### src/rtl/if_id_prefetch_queue_pkg.sv
// Shared definitions for the IF/ID prefetch queue: entry layout, bubble word
// and default queue depth.
package if_id_prefetch_queue_pkg;

  localparam int IF_ID_ENTRY_W = 64;
  localparam logic [31:0] NOP_INSTR = 32'd0;
  localparam int DEFAULT_DEPTH = 4;

  // One queued fetch: PC+4 in the upper word, instruction in the lower word.
  typedef struct packed {
    logic [31:0] pc;
    logic [31:0] instr;
  } if_id_entry_t;

endpackage : if_id_prefetch_queue_pkg

### src/rtl/if_id_queue_ram.sv
// Storage for the prefetch queue: DEPTH x 64-bit register array with one
// write port and one asynchronous read port. Contents are never reset; the
// pointers and count in the parent decide what is valid.
module if_id_queue_ram
  import if_id_prefetch_queue_pkg::*;
#(
  parameter int DEPTH  = DEFAULT_DEPTH,
  parameter int ADDR_W = $clog2(DEPTH)
) (
  input  logic                     clk,
  input  logic                     we,
  input  logic [ADDR_W-1:0]        waddr,
  input  logic [IF_ID_ENTRY_W-1:0] wdata,
  input  logic [ADDR_W-1:0]        raddr,
  output logic [IF_ID_ENTRY_W-1:0] rdata
);

  logic [IF_ID_ENTRY_W-1:0] mem [DEPTH];

  // Write the accepted fetch into its slot on the rising edge.
  always_ff @(posedge clk) begin
    if (we) begin
      mem[waddr] <= wdata;
    end
  end

  // Head entry is read combinationally so ID sees it the cycle it is valid.
  assign rdata = mem[raddr];

endmodule : if_id_queue_ram

### src/rtl/if_id_prefetch_queue.sv
// First-word-fall-through queue between IF and ID. Buffers {PC+4, instr}
// pairs so ID hazard stalls do not immediately freeze IF, and empties on a
// taken branch. Flush beats push/pop; a full queue rejects pushes even when
// a pop happens in the same cycle, since full is taken from registered state.
module if_id_prefetch_queue
  import if_id_prefetch_queue_pkg::*;
#(
  parameter int DEPTH = DEFAULT_DEPTH,
  parameter int PTR_W = $clog2(DEPTH)
) (
  input  logic             clk,
  input  logic             rst,
  input  logic             push_valid,
  input  logic [31:0]      pc_in,
  input  logic [31:0]      instruction_in,
  input  logic             pop_ready,
  input  logic             flush,
  output logic             freeze_if,
  output logic             pop_valid,
  output logic [31:0]      pc_out,
  output logic [31:0]      instruction_out,
  output logic [PTR_W:0]   count
);

  localparam logic [PTR_W:0]   CNT_FULL = (PTR_W+1)'(DEPTH);
  localparam logic [PTR_W:0]   CNT_ONE  = (PTR_W+1)'(1);
  localparam logic [PTR_W-1:0] PTR_ONE  = PTR_W'(1);

  logic [PTR_W-1:0]         wr_ptr_reg;
  logic [PTR_W-1:0]         rd_ptr_reg;
  logic [PTR_W:0]           count_reg;
  logic                     full;
  logic                     empty;
  logic                     do_push;
  logic                     do_pop;
  if_id_entry_t             wr_entry;
  if_id_entry_t             rd_entry;
  logic [IF_ID_ENTRY_W-1:0] rd_data;

  assign full  = (count_reg == CNT_FULL);
  assign empty = (count_reg == '0);

  // A flush discards the same-cycle push, so it must not reach the array.
  assign do_push = push_valid && !full && !flush;
  assign do_pop  = pop_ready && !empty && !flush;

  assign wr_entry = '{pc: pc_in, instr: instruction_in};

  if_id_queue_ram #(
    .DEPTH  (DEPTH),
    .ADDR_W (PTR_W)
  ) u_ram (
    .clk   (clk),
    .we    (do_push),
    .waddr (wr_ptr_reg),
    .wdata (wr_entry),
    .raddr (rd_ptr_reg),
    .rdata (rd_data)
  );

  // Pointer and occupancy update: flush first, then independent push/pop.
  always_ff @(posedge clk or negedge rst) begin
    if (!rst) begin
      wr_ptr_reg <= '0;
      rd_ptr_reg <= '0;
      count_reg  <= '0;
    end else if (flush) begin
      wr_ptr_reg <= '0;
      rd_ptr_reg <= '0;
      count_reg  <= '0;
    end else begin
      if (do_push) begin
        wr_ptr_reg <= wr_ptr_reg + PTR_ONE;
      end
      if (do_pop) begin
        rd_ptr_reg <= rd_ptr_reg + PTR_ONE;
      end
      case ({do_push, do_pop})
        2'b10:   count_reg <= count_reg + CNT_ONE;
        2'b01:   count_reg <= count_reg - CNT_ONE;
        default: count_reg <= count_reg;
      endcase
    end
  end

  // Present the head entry, or a zero NOP bubble while empty.
  always_comb begin
    rd_entry = if_id_entry_t'(rd_data);
    if (empty) begin
      pc_out          = 32'd0;
      instruction_out = NOP_INSTR;
    end else begin
      pc_out          = rd_entry.pc;
      instruction_out = rd_entry.instr;
    end
  end

  assign freeze_if = full;
  assign pop_valid = !empty;
  assign count     = count_reg;

endmodule : if_id_prefetch_queue

### config.mk
export PLATFORM = sky130hd
export DESIGN_NAME = if_id_prefetch_queue
export DESIGN_NICKNAME = d
export VERILOG_FILES = /design/src/rtl/if_id_prefetch_queue_pkg.sv /design/src/rtl/if_id_queue_ram.sv /design/src/rtl/if_id_prefetch_queue.sv
export SDC_FILE = /design/constraint.sdc
export NUM_CORES = 1
export LEC_CHECK = 0
export ABC_AREA = 0
export ABC_CLOCK_PERIOD_IN_PS = 4380
export CORE_UTILIZATION = 50
export DETAILED_ROUTE_END_ITERATION = 8
export GPL_TIMING_DRIVEN = 0
export PLACE_DENSITY_LB_ADDON = 0.12
export SYNTH_ARGS = -nofsm -noshare
export SYNTH_HDL_FRONTEND = slang
export SYNTH_SLANG_ARGS = --single-unit
export TNS_END_PERCENT = 1
### constraint.sdc
create_clock -name clk -period 4.38 [get_ports clk]
set_clock_uncertainty 0.2 [all_clocks]
set_input_delay 0.876 -clock clk [delete_from_list [all_inputs] [get_ports clk]]
set_output_delay 0.876 -clock clk [all_outputs]
set_load 0.005 [all_outputs]
==> summary.txt, run 1 <==
Routing
  – Final ANT Viol Nets: 0
  – Via density: between 5 and 6
  – DR DRC count: 0
  – 1st-pass router iterations: 4
  – Avg WL per Cell: ~20 µm
  – Post-Route WL: ~19000 µm
  – Via count: between 4000 and 5000
  – Initial DRC count: roughly 290

Final layout
  – Layout fillers: approximately 1400
  – Synthesis-to-layout area growth: 26.54%
  – # nets final: around 710
  – Commonest non-fill, non-tap cell in the layout: edfxtp_1
  – Most frequent cells in the layout: edfxtp_1, clkdlybuf4s50_1, and2_1, mux4_2, clkbuf_16
  – Ant diodes: 0
  – Fin cells: between 900 and 1000
  – Max reg flops: 256
  – Share of cells above drive strength 1: 0.1988

GRT
  – Total global-route track usage: 0.1850
  – Largest net degree at the start of global routing: 42
  – Vias in the first global route: around 5400
  – First-pass GRT wire length: 29760 µm
  – GRT overflow: 0
  – Number of antenna violations at the first check in global routing: 0

CTS
  – Clk buf depth: 3
  – CTS tree: built
  – Post-CTS Hold Buffers: 0
  – Clock latency on the worst-skew pair: 500 ps
  – Clock sinks: 263
  – Post-CTS Setup Bufs: 0
  – Root Buffer: clkbuf_16
  – Post_cts resized: 0
  – Clock Pin Slew Worst Setup and Hold Paths: 60 ps
  – # H-tree levels: 1
  – TritonCTS buffer count: 26

Synth
  – Synthesized flop and latch total: 263
  – Cells after Synth: about 470
  – Syn. warnings: 0
  – Post-Syn Nets: ~540
  – Post-synthesis sequential area ratio: 0.7692
  – Post-synth cell types: 33
  – Synth Area per Inst: 21.84 µm²
  – Async S/R FF share, synth: 0.02662
  – Post-synth top flop: edfxtp_1
  – EDFF count, synth: roughly 260
  – Synth Cell Area: ~10000 µm²

Die
  – Die H: between 100 and 150 µm
  – Initial core utilization: 0.5168
  – Die area: ~21000 µm²
  – Die width: 145.0 µm
  – Num rows: between 50 and 60
  – Core footprint: just under 20000 µm²
  – # IOs: between 100 and 150

Place
  – RD Place Congestion: approximately 0.79
  – Pre-CTS setup slack: ~700 ps
  – PortBufs: ~140
  – Post-detail-place hpwl: approximately 12000 µm
  – Inst Count DP: about 870

Job
  – Max-cap violations: 0

Setup path
  – Most used cell, CP: clkbuf_1
  – CP Launch Type: register
  – CP Max Fanout: 10
  – Buffers & Inverters on Critical Path: 4
  – Element type at the critical path end: output pin
  – CP peak stage delay: approximately 570 ps
  – Crit Path Class: reg -> out
  – Critical-path cell list: nor3_2 -> inv_1 -> clkbuf_1 -> clkbuf_1 -> and2_1 -> clkdlybuf4s50_1
  – Required @ worst endpoint: approximately 3300 ps
  – Largest delay share family, worst path: buffers and inverters
  – Critical path arrival: 2910 ps
  – Critical Path Slowest Stage Cell: dfrtp_1

Timing
  – Tcrit/Tclk final: 0.9089
  – Final hold violations: 0
  – Max_slew headroom: 0.5676
  – Fin crit period: between 3000 and 4000 ps
  – RSZ-0062 raised after global routing: no
  – Slew Limit Fails: 0
  – Least-Margin Pin Slew: ~650 ps
  – Max Freq: around 0.25 GHz
  – Final worst slack: around 400 ps
  – Setup-failing EPs final: 0

Power and ir drop
  – Peak supply drop: around 0.35 mV
  – Leakage power: between 4 and 5 nW
  – Power after layout: slightly above 6 mW
  – Power per standard cell area: 475.0 nW/µm²

Min path
  – HP Class: reg -> reg

Outcome
  – Status: completed
-- synthesized netlist by cell type (3+ instances only) --
cell type	number	area [µm²]
ha_1	4	50.05
dfrtp_1	7	175.2
buf_2	8	40.04
clkbuf_1	12	45.04
nand2b_1	4	25.02
a21oi_1	3	15.01
edfxtp_1	256	7687
mux4_2	64	1441
buf_6	5	56.30
and2_1	69	431.7
inv_1	6	22.52
-- metrics by stage --
stage / TNS [ps] / cell area, µm² / hold slack (ps) / utilization
floorplan: 0 / 10220 / 357.3 / -
global placement: -289650 / 11910 / 372.2 / 0.6018
detailed placement: 0 / 12020 / 388.1 / 0.6075
CTS: 0 / 12930 / 396.6 / 0.6539
global route: 0 / 12930 / 438.1 / 0.6539
finish: 0 / 12930 / 402.9 / 0.6539
-- cells by family (layout without fill, tap and decap cells) --
group                    Yosys count  count (layout)  synth area share
flip-flops                       263             263            0.7692
AND/OR/NAND/NOR                   81              81           0.04994
multiplexers                      64              64            0.1410
buffers and inverters             34             220           0.01787
AO/OA/AOI/OAI                     18              18           0.01261
adder cells (fa/ha/maj)            5               5          0.006855
XOR/XNOR                           3               3          0.002571
-- worst paths after layout --
check                               from  slack [ps]  depth (start not counted)                  end
setup / recovery                count[1]         400                          6  instruction_out[13]
hold / removal             wr_ptr_reg[1]         400                          2        wr_ptr_reg[1]
setup reg to reg                count[0]        1700                          7             count[1]
hold reg to reg            wr_ptr_reg[1]         400                          2        wr_ptr_reg[1]
max in group asynchronous            rst        3280                          1        rd_ptr_reg[1]
min in group asynchronous            rst         440                          1             count[2]
-- power by group --
group | switching (mW) | leakage (nW) | internal (mW) | total [mW]
registers | 0.0243 | 2.42 | 2.84 | 2.87
logic | 0.385 | 1.30 | 0.559 | 0.944
clock network | 0.861 | 0.450 | 1.47 | 2.33
total | 1.27 | 4.17 | 4.87 | 6.14
-- per-layer routing --
layer / track usage / part of all wire
met1: 0.2460 / 0.40
met4: 0.05479 / 0.017
met2: 0.3115 / 0.53
met5: 0 / 0
met3: 0.03522 / 0.056
-- cell type report --
type	instances	area (µm²)	share of cell area
sequential	263	7863	0.6079
multi-input combinational	171	2187	0.1691
timing repair buffer	139	1454	0.1124
clock buffer	37	743.2	0.05746
tap	265	331.6	0.02563
clock inverter	10	173.9	0.01345
buffer	27	156.4	0.01209
inverter	7	26.28	0.002031
-- tightest hold or removal path, stage by stage, from the launching register on --
cell and delay (ps):
dfrtp_1 410, o21ai_0 80, a21oi_1 70
(Power assumes the default switching activity.)
==> inputs of run 2 (changes only) <==
--- a/config.mk
+++ b/config.mk
@@ -11,6 +11,7 @@
 export DETAILED_ROUTE_END_ITERATION = 8
 export GPL_TIMING_DRIVEN = 0
 export PLACE_DENSITY_LB_ADDON = 0.12
+export SETUP_SLACK_MARGIN = 0.2
 export SYNTH_ARGS = -nofsm -noshare
 export SYNTH_HDL_FRONTEND = slang
 export SYNTH_SLANG_ARGS = --single-unit
==> run 2 against run 1 <==
Net effect: combinational power about the same; first-iteration DRC count down 0.35%; power about the same; wire length about the same; register-to-register slack about the same; core utilization about the same; critical path type unchanged; highest routed layer unchanged.
==> summary.txt, run 2 (synthesized netlist as in run 1, its figures left out) <==
Routing
  – Initial DRC count: 285 (was 286)
  – Via count: 4970 (was 4965)
  – 1st-pass router iterations: 4 (unchanged)
  – Final ANT Viol Nets: 0 (unchanged)
  – Post-Route WL: 18690 µm (was 18670 µm)
  – Avg WL per Cell: 20.34 µm (was 20.32 µm)
  – Via density: 5.408 (was 5.403)
  – DR DRC count: 0 (unchanged)

Power and ir drop
  – Sequential Power Share: 0.467 (about the same)
  – Leakage power: 4.174 nW (was 4.171 nW)
  – Clock share of power: 0.379 (about the same)
  – Power after layout: 6.144 mW (was 6.145 mW)
  – Combinational share of power: 0.154 (about the same)
  – P_sw: 1.270 mW (was 1.271 mW)
  – Power per standard cell area: 475.0 nW/µm² (about the same)
  – Internal power: 4.875 mW (was 4.874 mW)
  – Peak supply drop: 0.3456 mV (was 0.3460 mV)
  – Sw frac: 0.2067 (was 0.2068)

Setup path
  – CP peak stage delay: 530 ps (was 570 ps)
  – Required @ worst endpoint: 3300 ps (about the same)
  – Critical path arrival: 2660 ps (was 2910 ps)
  – CP Max Fanout: 10 (unchanged)
  – Critical-path cell list: buf_2 -> clkbuf_1 -> mux4_2 -> and2_1 -> clkdlybuf4s50_1 (was nor3_2 -> inv_1 -> clkbuf_1 -> clkbuf_1 -> and2_1 -> clkdlybuf4s50_1)
  – Critical Path Slowest Stage Cell: clkbuf_1 (was dfrtp_1)
  – Crit Path Class: reg -> out (unchanged)
  – CP Launch Type: register (unchanged)
  – Element type at the critical path end: output pin (unchanged)

Die
  – Die H: 145.0 µm (unchanged)
  – Initial core utilization: 0.5168 (unchanged)
  – Die width: 145.0 µm (unchanged)
  – Num rows: 51 (unchanged)
  – Core footprint: 19780 µm² (unchanged)
  – # IOs: 138 (unchanged)
  – Die area: 21020 µm² (unchanged)

GRT
  – Number of antenna violations at the first check in global routing: 0 (unchanged)
  – Total global-route track usage: 0.1850 (unchanged)
  – Largest net degree at the start of global routing: 42 (unchanged)
  – GRT overflow: 0 (unchanged)
  – First-pass GRT wire length: 29760 µm (unchanged)
  – Vias in the first global route: 5426 (unchanged)

Place
  – PortBufs: 135 (unchanged)
  – Pre-CTS setup slack: 700.3 ps (unchanged)
  – RD Place Congestion: 0.7931 (unchanged)
  – Post-detail-place hpwl: 11860 µm (unchanged)
  – Inst Count DP: 872 (unchanged)

CTS
  – Clock sinks: 263 (unchanged)
  – # H-tree levels: 1 (unchanged)
  – Clk buf depth: 3 (unchanged)
  – Clock Pin Slew Worst Setup and Hold Paths: 60 ps (about the same)
  – Post-CTS Setup Bufs: 0 (unchanged)
  – CTS tree: built (unchanged)
  – Root Buffer: clkbuf_16 (unchanged)
  – TritonCTS buffer count: 26 (unchanged)
  – Clock latency on the worst-skew pair: 500 ps (about the same)

Final layout
  – Synthesis-to-layout area growth: 26.55% (was 26.54%)
  – Commonest non-fill, non-tap cell in the layout: edfxtp_1 (unchanged)
  – Share of cells above drive strength 1: 0.2003 (was 0.1988)
  – Most frequent cells in the layout: edfxtp_1, clkdlybuf4s50_1, and2_1, mux4_2, clkbuf_16 (unchanged)
  – Ant diodes: 0 (unchanged)
  – Fin cells: 919 (unchanged)
  – # nets final: 709 (unchanged)
  – Max reg flops: 256 (unchanged)
  – Core Util, Final: 0.6540 (was 0.6539)

Min path
  – HP Class: reg -> reg (unchanged)

Timing
  – Final hold violations: 0 (unchanged)
  – Slew Limit Fails: 0 (unchanged)
  – Max Freq: 0.2676 GHz (was 0.2512 GHz)
  – RSZ-0062 raised after global routing: no (unchanged)
  – Max_slew headroom: 0.5737 (was 0.5676)
  – Setup-failing EPs final: 0 (unchanged)
  – Hold Slack: 402.0 ps (was 402.9 ps)
  – Fin crit period: 3737 ps (was 3981 ps)
  – Final worst slack: 643.1 ps (was 398.9 ps)
  – Least-Margin Pin Slew: 639.4 ps (was 648.6 ps)
  – Tcrit/Tclk final: 0.8532 (was 0.9089)

Outcome
  – Status: completed (unchanged)

Job
  – Max-cap violations: 0 (unchanged)
==> run 2: cell count changes in the layout (fill, tap and decap cells not counted) <==
| cell | change |
|---|---|
| clkbuf_1 | -1 |
| clkbuf_2 | +1 |
==> run 2: final cells by class <==
type                            count  area, µm²
Sequential cell                   263       7863
Fill cell                        1364       6845
Multi-Input combinational cell    171       2187
Timing Repair Buffer              139       1454
Clock buffer                       37      743.2
Tap cell                          265      331.6
Clock inverter                     10      173.9
Buffer                             27      157.7
Inverter                            7      26.28
==> run 2: power by group through the flow <==
stage,clock [mW],sequential (mW),combinational [mW]
floorplan,0,2.92,0.483
finish,2.33,2.87,0.946
global route,2.47,2.87,1.03
CTS,2.38,2.87,0.972
detailed placement,0,2.92,0.967
global placement,0,2.92,0.944
==> run 2: path summary, 6_finish.rpt <==
path | from | to | slack (ps) | depth (start not counted)
setup / recovery | rd_ptr_reg[1] | instruction_out[13] | 640 | 5
hold / removal | wr_ptr_reg[1] | wr_ptr_reg[1] | 400 | 2
setup reg to reg | count[0] | count[1] | 1710 | 7
hold reg to reg | wr_ptr_reg[1] | wr_ptr_reg[1] | 400 | 2
max in group asynchronous | rst | rd_ptr_reg[0] | 3280 | 1
min in group asynchronous | rst | count[2] | 440 | 1
==> run 2: layer usage <==
metal  vias up  routed length (µm)  share of wire  track usage
li1       2240                   -              -            -
met1      2540                7351           0.39       0.2460
met2       160                9736           0.52       0.3115
met3        30                1262          0.068      0.03522
met4         0                 342          0.018      0.05479
met5         -                   0              0            0
==> run 2: per-stage QoR <==
step,cell area [µm²],TNS [ps]
3_5_place_dp,12020,0
2_1_floorplan,10220,0
6_report,12940,0
5_1_grt,12940,0
4_1_cts,12930,0
3_3_place_gp,11910,-289650
==> run 2: repair_timing <==
item | 4_1_cts | 5_1_grt
gates resized for setup | 0 | 2
hold buffers | 0 | 0
endpoints found under the setup margin | 0 | 27
==> run 2: worst max-delay path: cells and delay by family, from the launching register on <==
family        cells  cell delay (ps)
buf+inv           3             1250
flops             1              340
mux               1              400
simple gates      1              180
==> inputs of run 3 (changes only) <==
==> constraint.sdc (replaced) <==
create_clock -name clk -period 4.38 [get_ports clk]
set_clock_uncertainty 0.2 [all_clocks]
set_input_delay 0.876 -clock clk [delete_from_list [all_inputs] [get_ports clk]]
set_output_delay 0.876 -clock clk [all_outputs]
set_load 0.02 [all_outputs]
==> results of run 3 <==
Same layout as run 2 (identical final DEF). Status: completed.
Among the figures that moved: setup slack after layout 643.1 ps -> 541.8 ps; start point of the critical path rd_ptr_reg[1] -> count[1]; end point of the critical path instruction_out[13] -> instruction_out[3]; total power 6.144 mW -> 6.302 mW; worst IR drop on VDD 0.3456 mV -> 0.3636 mV
